===== src/rtl/alu_muldiv_seq.sv =====
// M-extension sequencer: MUL via the shared ALU, DIV/REM/DIVU/REMU via a restoring divider.
// Define ALU_MULDIV_PERF_EN to build the perf_ops/perf_busy counters; otherwise they read 0.
module alu_muldiv_seq #(
    parameter int unsigned XLEN      = 32,
    parameter int unsigned DIV_ITERS = 32
) (
    input  logic            clk,
    input  logic            rst_n,
    input  logic            req_valid,
    output logic            req_ready,
    input  logic [3:0]      req_op,
    input  logic [XLEN-1:0] req_a,
    input  logic [XLEN-1:0] req_b,
    input  logic            kill,
    output logic            rsp_valid,
    input  logic            rsp_ready,
    output logic [XLEN-1:0] rsp_result,
    output logic            busy,
    output logic [XLEN-1:0] alu_a,
    output logic [XLEN-1:0] alu_b,
    output logic [3:0]      alu_ctrl,
    input  logic [XLEN-1:0] alu_result,
    output logic [31:0]     perf_ops,
    output logic [31:0]     perf_busy
);
    localparam logic [3:0] OpMul  = 4'b1000;
    localparam logic [3:0] OpDiv  = 4'b1001;
    localparam logic [3:0] OpRem  = 4'b1010;
    localparam logic [3:0] OpDivu = 4'b1011;
    localparam logic [3:0] OpRemu = 4'b1100;
    localparam logic [3:0] CtrlNop = 4'b0000;
    localparam logic [5:0] LastIter = 6'(DIV_ITERS - 1);
    localparam logic [XLEN-1:0] IntMin = {1'b1, {(XLEN-1){1'b0}}};

    typedef enum logic [2:0] {StIdle, StMul, StDiv, StFixup, StResp} state_e;

    state_e          state;
    logic            ready_en;
    logic [5:0]      iter;
    logic [XLEN:0]   rem;
    logic [XLEN-1:0] quo;
    logic [XLEN-1:0] divisor;
    logic            neg_quo;
    logic            neg_rem;
    logic            want_rem;

    logic            accept;
    logic            is_signed;
    logic            is_rem_op;
    logic            is_div_op;
    logic [XLEN-1:0] abs_a;
    logic [XLEN-1:0] abs_b;
    logic [XLEN+1:0] rem_shift;
    logic [XLEN+1:0] rem_sub;
    logic            rem_ge;
    logic [XLEN-1:0] quo_fix;
    logic [XLEN-1:0] rem_fix;

    // ready_en keeps req_ready low until the first edge after reset release
    assign req_ready = ready_en && (state == StIdle) && !kill;
    assign accept    = req_valid && req_ready;
    assign rsp_valid = (state == StResp);
    assign busy      = (state != StIdle);

    assign is_signed = (req_op == OpDiv) || (req_op == OpRem);
    assign is_rem_op = (req_op == OpRem) || (req_op == OpRemu);
    assign is_div_op = is_signed || (req_op == OpDivu) || (req_op == OpRemu);
    assign abs_a     = (is_signed && req_a[XLEN-1]) ? (0 - req_a) : req_a;
    assign abs_b     = (is_signed && req_b[XLEN-1]) ? (0 - req_b) : req_b;

    // Both operands are non-negative, so a clear MSB after subtracting means rem >= divisor
    assign rem_shift = {rem, quo[XLEN-1]};
    assign rem_sub   = rem_shift - {2'b00, divisor};
    assign rem_ge    = !rem_sub[XLEN+1];

    assign quo_fix = neg_quo ? (0 - quo) : quo;
    assign rem_fix = neg_rem ? (0 - rem[XLEN-1:0]) : rem[XLEN-1:0];

    always_ff @(posedge clk or negedge rst_n) begin
        if (!rst_n) begin
            state      <= StIdle;
            ready_en   <= 1'b0;
            iter       <= '0;
            rem        <= '0;
            quo        <= '0;
            divisor    <= '0;
            neg_quo    <= 1'b0;
            neg_rem    <= 1'b0;
            want_rem   <= 1'b0;
            rsp_result <= '0;
            alu_a      <= '0;
            alu_b      <= '0;
            alu_ctrl   <= CtrlNop;
        end else begin
            ready_en <= 1'b1;
            alu_ctrl <= CtrlNop;
            if (kill) begin
                state <= StIdle;
            end else begin
                unique case (state)
                    StIdle: begin
                        if (accept) begin
                            if (req_op == OpMul) begin
                                alu_a    <= req_a;
                                alu_b    <= req_b;
                                alu_ctrl <= OpMul;
                                state    <= StMul;
                            end else if (is_div_op && req_b == '0) begin
                                rsp_result <= is_rem_op ? req_a : '1;
                                state      <= StResp;
                            end else if (is_signed && req_a == IntMin && req_b == '1) begin
                                rsp_result <= is_rem_op ? '0 : IntMin;
                                state      <= StResp;
                            end else if (is_div_op) begin
                                rem      <= '0;
                                quo      <= abs_a;
                                divisor  <= abs_b;
                                neg_quo  <= is_signed && (req_a[XLEN-1] ^ req_b[XLEN-1]);
                                neg_rem  <= is_signed && req_a[XLEN-1];
                                want_rem <= is_rem_op;
                                iter     <= LastIter;
                                state    <= StDiv;
                            end else begin
                                rsp_result <= '0;
                                state      <= StResp;
                            end
                        end
                    end
                    StMul: begin
                        rsp_result <= alu_result;
                        state      <= StResp;
                    end
                    StDiv: begin
                        rem  <= rem_ge ? rem_sub[XLEN:0] : rem_shift[XLEN:0];
                        quo  <= {quo[XLEN-2:0], rem_ge};
                        iter <= iter - 6'd1;
                        if (iter == '0) state <= StFixup;
                    end
                    StFixup: begin
                        rsp_result <= want_rem ? rem_fix : quo_fix;
                        state      <= StResp;
                    end
                    StResp: begin
                        if (rsp_ready) state <= StIdle;
                    end
                    default: state <= StIdle;
                endcase
            end
        end
    end

`ifdef ALU_MULDIV_PERF_EN
    logic [31:0] ops_cnt;
    logic [31:0] busy_cnt;

    always_ff @(posedge clk or negedge rst_n) begin
        if (!rst_n) begin
            ops_cnt  <= '0;
            busy_cnt <= '0;
        end else begin
            if (rsp_valid && rsp_ready) ops_cnt <= ops_cnt + 32'd1;
            if (busy) busy_cnt <= busy_cnt + 32'd1;
        end
    end

    assign perf_ops  = ops_cnt;
    assign perf_busy = busy_cnt;
`else
    assign perf_ops  = '0;
    assign perf_busy = '0;
`endif

endmodule


===== config.mk =====
export PLATFORM = sky130hd
export DESIGN_NAME = alu_muldiv_seq
export DESIGN_NICKNAME = d
export VERILOG_FILES = /design/src/rtl/alu_muldiv_seq.sv
export SDC_FILE = /design/constraint.sdc
export NUM_CORES = 1
export LEC_CHECK = 0
export ABC_CLOCK_PERIOD_IN_PS = 9130
export BUFFER_PORTS_ARGS = -buffer_cell sky130_fd_sc_hd__clkbuf_2
export CAP_MARGIN = 15
export CORE_ASPECT_RATIO = 0.75
export CORE_UTILIZATION = 61
export CTS_CLUSTER_DIAMETER = 30
export CTS_CLUSTER_SIZE = 8
export DETAILED_ROUTE_END_ITERATION = 16
export PLACE_DENSITY_LB_ADDON = 0.25
export SLEW_MARGIN = 20
export SYNTH_ARGS = -nofsm -noshare
export SYNTH_HDL_FRONTEND = slang
export SYNTH_SLANG_ARGS = --single-unit

===== constraint.sdc =====
create_clock -name clk -period 9.13 [get_ports clk]
set_clock_uncertainty 0.15 [all_clocks]
set_input_delay 1.826 -clock clk [delete_from_list [all_inputs] [get_ports clk]]
set_output_delay 1.826 -clock clk [all_outputs]
set_load 0.01 [all_outputs]

==> results.json <==
{
  "final-hold-violation-count": 0,
  "reg2reg_slack_ps": 5020,
  "place_hpwl_um": 32300,
  "setup_violations": 0,
  "synth_top_flop_cell": "dfrtp_1",
  "reg2reg_from": "rem[15]$_DFFE_PN0P_",
  "timing.fmax_ghz": 0.192,
  "die_h_um": 134,
  "core_mm2": 0.0224,
  "place_congestion": 0.951,
  "clk-insertion-delay-late_ps": 530,
  "fin_cells": 2252,
  "slowest_delay_ps": 720,
  "die_w_um": 178,
  "die_area_mm2": 0.0238,
  "avgViaCountPerCell": 6.05,
  "grt_pass1_vias": 12500,
  "setup_tns_ps": 0,
  "cts_num_sinks": 207,
  "critPathLaunchType": "input port",
  "yosys_warnings": 0,
  "endpoint": "iter[4]$_DFFE_PN0P_",
  "rsz0062_at_grt": "no",
  "outcome": "complete, no violations",
  "hp-class": "reg -> reg",
  "end_kind": "flop",
  "synthCells": 1768,
  "post-place-cells": 2186,
  "fin_util_pct": 73.2,
  "synth.distinct_cells": 69,
  "wl_per_cell_um": 19.6,
  "netlist.top_cell.by_area": "dfrtp_1",
  "cp_max_fo": 96,
  "cts_tree": "yes",
  "peakVddDrop_uv": 176,
  "avgSynthCellArea_um2": 8.01,
  "drc": 0,
  "wl_um": 44100,
  "clk_pin_slew_ps": 40,
  "drtPass1Iterations": 6,
  "ios": 272,
  "cp_slowest_cell": "buf_4",
  "synth_edf_count": 0,
  "layout_min_cycle_time_ps": 5210,
  "holdBufCountCts": 0,
  "vias": 13600,
  "final.period_utilization_pct": 57.1,
  "grt_usage_pct": 36.9,
  "post_cts_resized": 0,
  "final_layout_size_suffix_gt1_share_pct": 15.6,
  "clock_path_buffers": 3,
  "synth-seq-cells": 207,
  "finalMaxSlewViolations": 0,
  "p_per_area_mw_per_mm2": 249,
  "cap_violations": 0,
  "ant_nets": 0,
  "grt_max_degree": 97,
  "antenna_found_initial": 1,
  "drtIter0Drc": 1359,
  "required_ps": 9430,
  "arrival_ps": 5510,
  "cts_root_buffer": "clkbuf_16",
  "post_cts_buffers": 0,
  "tightest_slew_ps": 984,
  "critPathKind": "in -> reg",
  "r2r-end": "rem[13]$_DFFE_PN0P_",
  "power.leakage_nw": 8.17,
  "grt_overflow": 0,
  "yosysSeqAreaShare_pct": 36.6,
  "r2r_cells": 10,
  "dpl_cell_area_mm2": 0.0150,
  "synth_area_mm2": 0.0142,
  "grt_pass1_wl_um": 68600,
  "whs_ps": 323,
  "final_nets": 2079,
  "synth_top_area_share_pct": 36.6,
  "rows": 47,
  "stdcell_area_mm2": 0.0164,
  "crit_chain": "clkbuf_2, nor3_1, nand4b_1, or4_1, nor4b_1, or3_1, nor2_2, o21ai_4, buf_4, o21ai_0, a2bb2oi_1",
  "slew_headroom_pct": 34.4,
  "crit_path_start": "req_b[2]",
  "cts_htree_levels": 2,
  "synth_area_leaders": "dfrtp_1 (37%), nand2_1 (10%), o21ai_0 (6.9%)",
  "start_util_pct": 63.2,
  "ys_async_sr_fraction_pct": 100,
  "portBuffers": 204,
  "cts_made_buffers": 40,
  "area_growth_pct": 15.8
}
## report_power, final
group	total (mW)	leakage [nW]	switching (mW)	internal [mW]
logic	1.24	4.79	0.767	0.475
clock network	1.50	0.665	0.497	1.01
registers	1.33	2.72	0.218	1.12
total	4.08	8.17	1.48	2.60
## stage by stage
| stage | setup WS, ps | total power, mW |
|---|---|---|
| after floorplan | 4180 | 2.18 |
| after global placement | 3590 | 2.49 |
| after detailed placement | 3480 | 2.54 |
| after CTS | 4000 | 4.05 |
| after global routing | 3680 | 4.28 |
| final | 3920 | 4.08 |
## Yosys cell counts, drive strengths merged (8+ instances only)
cell,number
nand2,377
dfrtp,207
o21ai,195
nor2,110
a21oi,105
buf,87
clkbuf,74
xnor2,73
xor2,73
inv,54
a21o,40
ha,39
mux2i,29
o31ai,27
nand3,22
a211oi,19
nor3,19
o211ai,18
or3,18
a31oi,17
nor4,15
nand2b,14
o41ai,13
nand4,12
or4,11
a32oi,10
nor2b,9
and2,8
## state kept, by name, indices dropped and copies added, names as in the netlist
name,flops
alu_a,32
quo,32
neg_quo,1
alu_ctrl,1
divisor,32
state,3
iter,6
neg_rem,1
alu_b,32
rem,33
rsp_result,32
want_rem,1
ready_en,1
## layout by cell type, fill, tap and decap left out, drive strengths merged, types with 8 or more instances in the layout
cell type	n
nand3	22
a211oi	19
nand4	12
nor4	15
o21ai	195
or3	18
o211ai	18
or4	11
clkbuf	251
xnor2	73
conb	68
nor2	110
dfrtp	207
a31oi	17
ha	39
a32oi	10
clkinv	10
o31ai	27
nand2b	14
buf	15
inv	56
nor2b	9
and2	8
nand2	377
xor2	73
o41ai	13
a21oi	105
nor3	19
mux2i	29
a21o	40
## per-layer routing
layer / GRT usage [%] / up-vias / wire length, um
met5: 0 / - / 0
met4: 9.73 / 0 / 1070
met3: 10.8 / 98 / 5580
met2: 50.8 / 822 / 18000
met1: 56.0 / 6378 / 19400
li1: - / 6325 / -
## worst min path at each step
stage	endpoint	cells past startpoint	startpoint
final	alu_b[11]$_DFFE_PN0P_	2	alu_b[11]$_DFFE_PN0P_
after global routing	rsp_result[5]$_DFFE_PN0P_	1	rsp_result[5]$_DFFE_PN0P_
after CTS	alu_b[11]$_DFFE_PN0P_	2	alu_b[11]$_DFFE_PN0P_
after detailed placement	alu_b[11]$_DFFE_PN0P_	2	alu_b[11]$_DFFE_PN0P_
after global placement	alu_b[21]$_DFFE_PN0P_	2	alu_b[21]$_DFFE_PN0P_
after floorplan	iter[0]$_DFFE_PN0P_	1	iter[0]$_DFFE_PN0P_
## worst max-delay path: cells and delay by family
kind / cells / cell delay, ps
buf+inv: 2 / 860
simple gates: 6 / 2230
compound gates: 3 / 540
## cell type report
class,count,area [um^2]
antenna,1,2.50
clock buffer,47,1080
clock inverter,18,283
fill,1776,6010
inverter,56,210
multi-input combinational,1410,8130
sequential,207,5180
tap,294,368
timing repair buffer,219,1140
## cell families (layout without fill, tap and decap cells)
| kind of cell | after synthesis | count (layout) | synth area share, % |
|---|---|---|---|
| AOI/OAI and AO/OA | 483 | 483 | 20.6 |
| other | 2 | 69 | 0.0530 |
| adders and majority gates | 40 | 40 | 3.59 |
| muxes | 35 | 35 | 2.53 |
| xor gates and xnor gates | 146 | 146 | 9.03 |
| and+or+nand+nor | 638 | 638 | 19.8 |
| buffers and inverters | 217 | 340 | 7.82 |
| DFF | 207 | 207 | 36.6 |
(Power assumes the default switching activity.)
